### src/rtl/cam_px_gen.sv
// -----------------------------------------------------------------------------
// cam_px_gen
//
// OV7670-style pixel-stream transmitter. Generates CAM_pclk / CAM_href /
// CAM_vsync / CAM_px_data carrying a QQVGA-sized RGB444 test image, two bytes
// per pixel (byte0 = {4'h0,R}, byte1 = {G,B}). It stands in for the physical
// camera in front of the capture block (cam_read).
//
// Optional feature: define CAM_PX_GEN_FRAME_TAG_EN to build a 12-bit frame
// counter that replaces pixel (0,0) of every frame with the frame number.
//
// Ports:
//   clk          in   generator clock (CAM_xclk domain)
//   rst          in   asynchronous reset, active low
//   en           in   run request, sampled at frame boundaries
//   pattern_sel  in   0 bars, 1 gradient, 2 solid, 3 checker
//   solid_color  in   RGB444 value for pattern 2
//   CAM_pclk     out  pixel clock, clk/2, free running
//   CAM_href     out  line valid
//   CAM_vsync    out  frame sync, active high
//   CAM_px_data  out  byte stream, 8'h00 while href is low
//   busy         out  high from leaving IDLE until returning to IDLE
//   frame_done   out  one-clk pulse when a frame's front porch ends
// -----------------------------------------------------------------------------
module cam_px_gen #(
    parameter int CAM_SCREEN_X = 160,
    parameter int CAM_SCREEN_Y = 120,
    parameter int VSYNC_LINES  = 3,
    parameter int VBP_LINES    = 2,
    parameter int VFP_LINES    = 2,
    parameter int H_BLANK      = 32
) (
    input  logic        clk,
    input  logic        rst,
    input  logic        en,
    input  logic [1:0]  pattern_sel,
    input  logic [11:0] solid_color,
    output logic        CAM_pclk,
    output logic        CAM_href,
    output logic        CAM_vsync,
    output logic [7:0]  CAM_px_data,
    output logic        busy,
    output logic        frame_done
);

    // ------------------------------------------------------------------
    // Geometry
    // ------------------------------------------------------------------
    localparam int LINE_T = 2 * CAM_SCREEN_X + H_BLANK;
    localparam int ACT_T  = 2 * CAM_SCREEN_X;
    localparam int VS_T   = VSYNC_LINES * LINE_T;
    localparam int VBP_T  = VBP_LINES * LINE_T;
    localparam int VFP_T  = VFP_LINES * LINE_T;

    localparam int MAX_A  = (VS_T  > VBP_T)   ? VS_T  : VBP_T;
    localparam int MAX_B  = (VFP_T > ACT_T)   ? VFP_T : ACT_T;
    localparam int MAX_C  = (MAX_A > MAX_B)   ? MAX_A : MAX_B;
    localparam int MAX_T  = (MAX_C > H_BLANK) ? MAX_C : H_BLANK;
    localparam int CW     = $clog2(MAX_T + 1);

    // Gradient reads x[7:4] and y[6:3], so keep at least that many bits.
    localparam int XW     = ($clog2(CAM_SCREEN_X) < 8) ? 8 : $clog2(CAM_SCREEN_X);
    localparam int YW     = ($clog2(CAM_SCREEN_Y) < 7) ? 7 : $clog2(CAM_SCREEN_Y);

    localparam int BAR_W  = CAM_SCREEN_X / 8;
    localparam int BPW    = (BAR_W > 1) ? $clog2(BAR_W) : 1;

    localparam logic [CW-1:0]  VS_LAST  = CW'(VS_T - 1);
    localparam logic [CW-1:0]  VBP_LAST = CW'(VBP_T - 1);
    localparam logic [CW-1:0]  VFP_LAST = CW'(VFP_T - 1);
    localparam logic [CW-1:0]  ACT_LAST = CW'(ACT_T - 1);
    localparam logic [CW-1:0]  HBL_LAST = CW'(H_BLANK - 1);
    localparam logic [YW-1:0]  Y_LAST   = YW'(CAM_SCREEN_Y - 1);
    localparam logic [BPW-1:0] BAR_LAST = BPW'(BAR_W - 1);

    typedef enum logic [2:0] {
        S_IDLE,
        S_VSYNC,
        S_VBP,
        S_ACT,
        S_HBL,
        S_VFP
    } state_t;

    state_t          state;
    logic [CW-1:0]   cnt;        // ticks spent in the current state
    logic [XW-1:0]   x;          // pixel of the byte now on CAM_px_data
    logic [YW-1:0]   y;
    logic            phase;      // 0: byte0 on the bus, 1: byte1
    logic [2:0]      bar;        // x / BAR_W, tracked incrementally
    logic [BPW-1:0]  bar_pos;    // x % BAR_W
    logic [1:0]      pat_q;
    logic [11:0]     solid_q;
`ifdef CAM_PX_GEN_FRAME_TAG_EN
    logic [11:0]     frame_cnt;
`endif

    // The state machine advances on the clk edge where CAM_pclk falls, so
    // the registered outputs are mid-period at every pclk rising edge.
    logic tick;
    assign tick = CAM_pclk;

    // ------------------------------------------------------------------
    // Coordinates of the byte that goes on the bus at the next tick.
    // Outside ACT this is the first byte of the upcoming line, which is
    // only consumed when VBP or HBL hands over to ACT.
    // ------------------------------------------------------------------
    logic [XW-1:0]  nx;
    logic [YW-1:0]  ny;
    logic           nph;
    logic [2:0]     nbar;
    logic [BPW-1:0] nbar_pos;

    always_comb begin
        nx       = '0;
        ny       = '0;
        nph      = 1'b0;
        nbar     = '0;
        nbar_pos = '0;
        if (state == S_ACT) begin
            ny       = y;
            nph      = ~phase;
            nx       = x;
            nbar     = bar;
            nbar_pos = bar_pos;
            if (phase) begin
                nx = x + 1'b1;
                if (bar_pos == BAR_LAST) begin
                    nbar_pos = '0;
                    nbar     = bar + 3'd1;
                end else begin
                    nbar_pos = bar_pos + 1'b1;
                end
            end
        end else if (state == S_HBL) begin
            ny = y + 1'b1;
        end
    end

    // ------------------------------------------------------------------
    // Pattern generator
    // ------------------------------------------------------------------
    logic [11:0] color;
    logic [7:0]  next_byte;

    always_comb begin
        color = 12'h000;
        case (pat_q)
            2'd0:    color = {{4{nbar[2]}}, {4{nbar[1]}}, {4{nbar[0]}}};
            2'd1:    color = {nx[7:4], ny[6:3], nx[3:0]};
            2'd2:    color = solid_q;
            default: color = {12{nx[3] ^ ny[3]}};
        endcase
`ifdef CAM_PX_GEN_FRAME_TAG_EN
        if (nx == '0 && ny == '0)
            color = frame_cnt;
`endif
        next_byte = nph ? color[7:0] : {4'h0, color[11:8]};
    end

    // ------------------------------------------------------------------
    // Frame state machine with registered outputs
    // ------------------------------------------------------------------
    always_ff @(posedge clk or negedge rst) begin
        if (!rst) begin
            CAM_pclk    <= 1'b0;
            CAM_href    <= 1'b0;
            CAM_vsync   <= 1'b0;
            CAM_px_data <= 8'h00;
            busy        <= 1'b0;
            frame_done  <= 1'b0;
            state       <= S_IDLE;
            cnt         <= '0;
            x           <= '0;
            y           <= '0;
            phase       <= 1'b0;
            bar         <= '0;
            bar_pos     <= '0;
            pat_q       <= '0;
            solid_q     <= '0;
`ifdef CAM_PX_GEN_FRAME_TAG_EN
            frame_cnt   <= '0;
`endif
        end else begin
            CAM_pclk   <= ~CAM_pclk;
            frame_done <= 1'b0;     // held only for the tick's own clk
            if (tick) begin
                case (state)
                    S_IDLE: begin
                        if (en) begin
                            state     <= S_VSYNC;
                            cnt       <= '0;
                            CAM_vsync <= 1'b1;
                            busy      <= 1'b1;
                            pat_q     <= pattern_sel;
                            solid_q   <= solid_color;
                        end
                    end
                    S_VSYNC: begin
                        if (cnt == VS_LAST) begin
                            state     <= S_VBP;
                            cnt       <= '0;
                            CAM_vsync <= 1'b0;
                        end else begin
                            cnt <= cnt + 1'b1;
                        end
                    end
                    S_VBP: begin
                        if (cnt == VBP_LAST) begin
                            state       <= S_ACT;
                            cnt         <= '0;
                            CAM_href    <= 1'b1;
                            CAM_px_data <= next_byte;
                            x           <= nx;
                            y           <= ny;
                            phase       <= nph;
                            bar         <= nbar;
                            bar_pos     <= nbar_pos;
                        end else begin
                            cnt <= cnt + 1'b1;
                        end
                    end
                    S_ACT: begin
                        if (cnt == ACT_LAST) begin
                            state       <= S_HBL;
                            cnt         <= '0;
                            CAM_href    <= 1'b0;
                            CAM_px_data <= 8'h00;
                        end else begin
                            cnt         <= cnt + 1'b1;
                            CAM_px_data <= next_byte;
                            x           <= nx;
                            phase       <= nph;
                            bar         <= nbar;
                            bar_pos     <= nbar_pos;
                        end
                    end
                    S_HBL: begin
                        if (cnt == HBL_LAST) begin
                            cnt <= '0;
                            if (y == Y_LAST) begin
                                state <= S_VFP;
                            end else begin
                                state       <= S_ACT;
                                CAM_href    <= 1'b1;
                                CAM_px_data <= next_byte;
                                x           <= nx;
                                y           <= ny;
                                phase       <= nph;
                                bar         <= nbar;
                                bar_pos     <= nbar_pos;
                            end
                        end else begin
                            cnt <= cnt + 1'b1;
                        end
                    end
                    S_VFP: begin
                        if (cnt == VFP_LAST) begin
                            cnt        <= '0;
                            frame_done <= 1'b1;
`ifdef CAM_PX_GEN_FRAME_TAG_EN
                            frame_cnt  <= frame_cnt + 12'd1;
`endif
                            // Back-to-back frames skip IDLE; settings are
                            // re-latched here instead.
                            if (en) begin
                                state     <= S_VSYNC;
                                CAM_vsync <= 1'b1;
                                pat_q     <= pattern_sel;
                                solid_q   <= solid_color;
                            end else begin
                                state <= S_IDLE;
                                busy  <= 1'b0;
                            end
                        end else begin
                            cnt <= cnt + 1'b1;
                        end
                    end
                    default: state <= S_IDLE;
                endcase
            end
        end
    end

endmodule

### config.mk
export PLATFORM = sky130hd
export DESIGN_NAME = cam_px_gen
export DESIGN_NICKNAME = d
export VERILOG_FILES = /design/src/rtl/cam_px_gen.sv
export SDC_FILE = /design/constraint.sdc
export NUM_CORES = 1
export LEC_CHECK = 0
export ABC_AREA = 1
export CAP_MARGIN = 5
export CORE_MARGIN = 1
export CORE_UTILIZATION = 50
export DETAILED_ROUTE_END_ITERATION = 12
export PLACE_DENSITY = 0.69
export SLEW_MARGIN = 20
export SYNTH_ARGS = -nofsm -noshare
export SYNTH_HDL_FRONTEND = slang
export SYNTH_SLANG_ARGS = --single-unit
### constraint.sdc
create_clock -name clk -period 1.8 [get_ports clk]
set_input_delay 0.36 -clock clk [delete_from_list [all_inputs] [get_ports clk]]
set_output_delay 0.36 -clock clk [all_outputs]
set_load 0.05 [all_outputs]
==> reports/results.ini <==
[synth]
syn_nets=546
synthMostInstantiatedCell=nand2_1
yosys.cell_types.count=36
ys.warnings.count=0
syn_area_per_cell_um2=7.426
ys_seq_elements=65
ys.flop_type=dfrtp_1
synth_top_cell_by_area=dfrtp_1
synth_top_area_share_pct=41.80
seq_area_frac_synth_pct=41.80
synth_area_leaders=dfrtp_1 42%, nand2_1 15%, nand3_1 6.6%
syn_inst=524
synth_commonest_cells=156 x nand2_1, 65 x dfrtp_1, 51 x nand3_1, 43 x inv_1, 34 x nor2_1
synth_edf_count=0
async_flop_share_pct=100.0
synth_area_mm2=0.003891

[power]
p_leak_uw=0.002426
fin_total_pwr_uw=3057
p_per_area_mw_per_mm2=605.7
ir_worst_vdd_v=0.0004852

[drt]
wl_um=9600
viasPerCell=5.350
vias=3734
ant_nets=0
drc=0
drt-initial-drc-count=185
wl_per_cell_um=13.75
dr.pass1.iters=5

[floorplan]
die_area_mm2=0.008140
io-pin-count=30
initial_core_util_pct=52.80
dieHeight_um=90.22
core-area_mm2=0.007370
num_rows=31
die_w_um=90.22

[worst_setup_path]
worstPathArrival_ns=1.99
r2r.worst_path.cells=11
r2r_slack_ns=0.05
crit_path_start_kind=flip-flop
r2r_start=state[0]
crit_start=state[0]
crit_fanout=8
cp-endpoint=bar_pos[0]
cp-end-kind=flip-flop
cp_data_required_time_ns=2.04
timing.rr.end=bar_pos[0]
crit_type=flip-flop to flip-flop

[sta]
finalHoldViolations=0
rsz0062_at_grt=true
drv_slew=0
maxSlewHeadroom_pct=67.89
fin_crit_ns=1.748
fin_crit_sh_pct=97.13
setup_viol=0
fin_ws_ns=0.05174
clock_skew_ns=0.009665
tightest_slew_ns=0.4817
fmax_ghz=0.5720

[placement]
portBuffers=29
dp_hpwl_um=6630
routabilityCongestion=0.9224
dp_slack_ns=-0.05516

[cells_and_area]
seq_area_mm2=0.001635
multi_input_area_mm2=0.002190
layout.nets=616
antenna_cells=0
fill_cells=580
drive_gt1_share_pct=27.21
area_growth_pct=29.71

[clock_tree]
cts_tree=yes
cts.sinks=65
h-tree-depth=3
cts_root_buf=clkbuf_8
cts_buffer_depth=2
clkTransAtPathRegs_ns=0.08
cts_buffers=9
worst_skew_pair.late_latency_ns=0.35

[grt]
track_usage_pct=24.24
grt_remaining_overflow=0
grt_pass1_wl_um=15810
grt_max_degree=66
grt_pass1_vias=3403
grt_antenna_before_repair=0

[run]
maxCapViolCount=0

[hold_path]
hp-class=input pin to asynchronous set/reset pin

[outcome]
status=complete, no violations

## worst min path at each step
stage               start    endpoint  slack [ns]
floorplan             rst    CAM_href        0.06
global placement      rst  bar_pos[1]        0.41
detailed placement    rst      cnt[3]        0.41
CTS                   rst      cnt[4]        0.03
global route          rst      cnt[4]        0.04
finish                rst      cnt[4]        0.01
## what timing repair did
| action | CTS | global route |
|---|---|---|
| gates resized for setup | 4 | 69 |
| cloned | 0 | 2 |
| buffers inserted | 0 | 16 |
| setup endpoints to repair | 17 | 60 |
| hold buffers | 0 | 0 |
| pin swaps | 0 | 17 |
## worst max-delay path, stage by stage, from the launching register on
cell	delay, ns
dfrtp_2	0.48
inv_4	0.10
nand2_4	0.07
nor2_8	0.17
nor2_1	0.06
nand2_1	0.10
nand3_4	0.11
nor2_4	0.17
nand3_2	0.11
buf_6	0.16
nand2_2	0.06
o21ai_2	0.04
## area by class of cell
class	instances	area share, %
clock buffer	10	2.727
sequential	65	32.40
tap	99	2.454
multi-input combinational	389	43.38
timing repair buffer	73	12.44
inverter	56	4.512
clock inverter	6	2.082
## cell usage in the layout (no fill, tap or decap), types with 3 or more instances in the layout
cell type,Yosys,routed
nand4_1,16,16
or2_2,7,7
a21oi_1,14,14
nand3_1,51,46
nor3_4,1,4
clkbuf_8,0,10
bufinv_16,0,3
inv_2,12,10
xor2_1,10,10
nand2_1,156,141
inv_4,1,3
nor2_2,7,3
nor2_1,34,33
clkinv_2,0,3
buf_4,3,52
ha_1,5,3
o21ai_0,23,20
nand2_2,2,14
o211ai_1,6,6
nand3_4,0,6
clkdlybuf4s50_1,0,15
nor3_2,4,4
o21ai_2,7,9
buf_12,0,3
inv_1,43,41
nand2_4,1,5
dfrtp_1,65,58
dfrtp_2,0,7
o21ai_1,16,15
nor3_1,14,11
nor2_4,1,6
## metal layers
layer	GRT usage, %	vias to the layer above	wire [um]
met5	0	-	0
met1	33.83	1756	4459
met4	11.16	0	194
li1	-	1869	-
met2	37.15	95	4615
met3	3.723	14	331
## flip-flops by register name, summed over array words and instances (netlist names), 2 cells and up
register,cells
solid_q,12
cnt,11
CAM_px_data,8
x,8
y,7
bar_pos,5
bar,3
state,3
pat_q,2
## stage by stage
stage               std cells  setup TNS, ns  util (%)  instance area (um2)  hold WS, ns
detailed placement        664        -0.2086     59.92                 4415       0.4074
global placement          664      -0.009657     59.92                 4415       0.4069
floorplan                 524              0         -                 3891      0.06441
global route              698        -0.5925     68.49                 5047      0.04043
CTS                       680              0     63.45                 4676      0.03321
finish                    698              0     68.49                 5047      0.01392
## where the power goes
group	internal [uW]	switching, uW	total (uW)
clock	950	571	1520
combinational	35.8	40.6	76.4
sequential	1460	0	1460
## cell families after synthesis
family,synth area share [%]
compound gates,11.35
xor+xnor,2.251
fa+ha+maj,1.608
buf+inv,7.846
flops,41.80
simple gates,35.14
(Power assumes the default switching activity.)
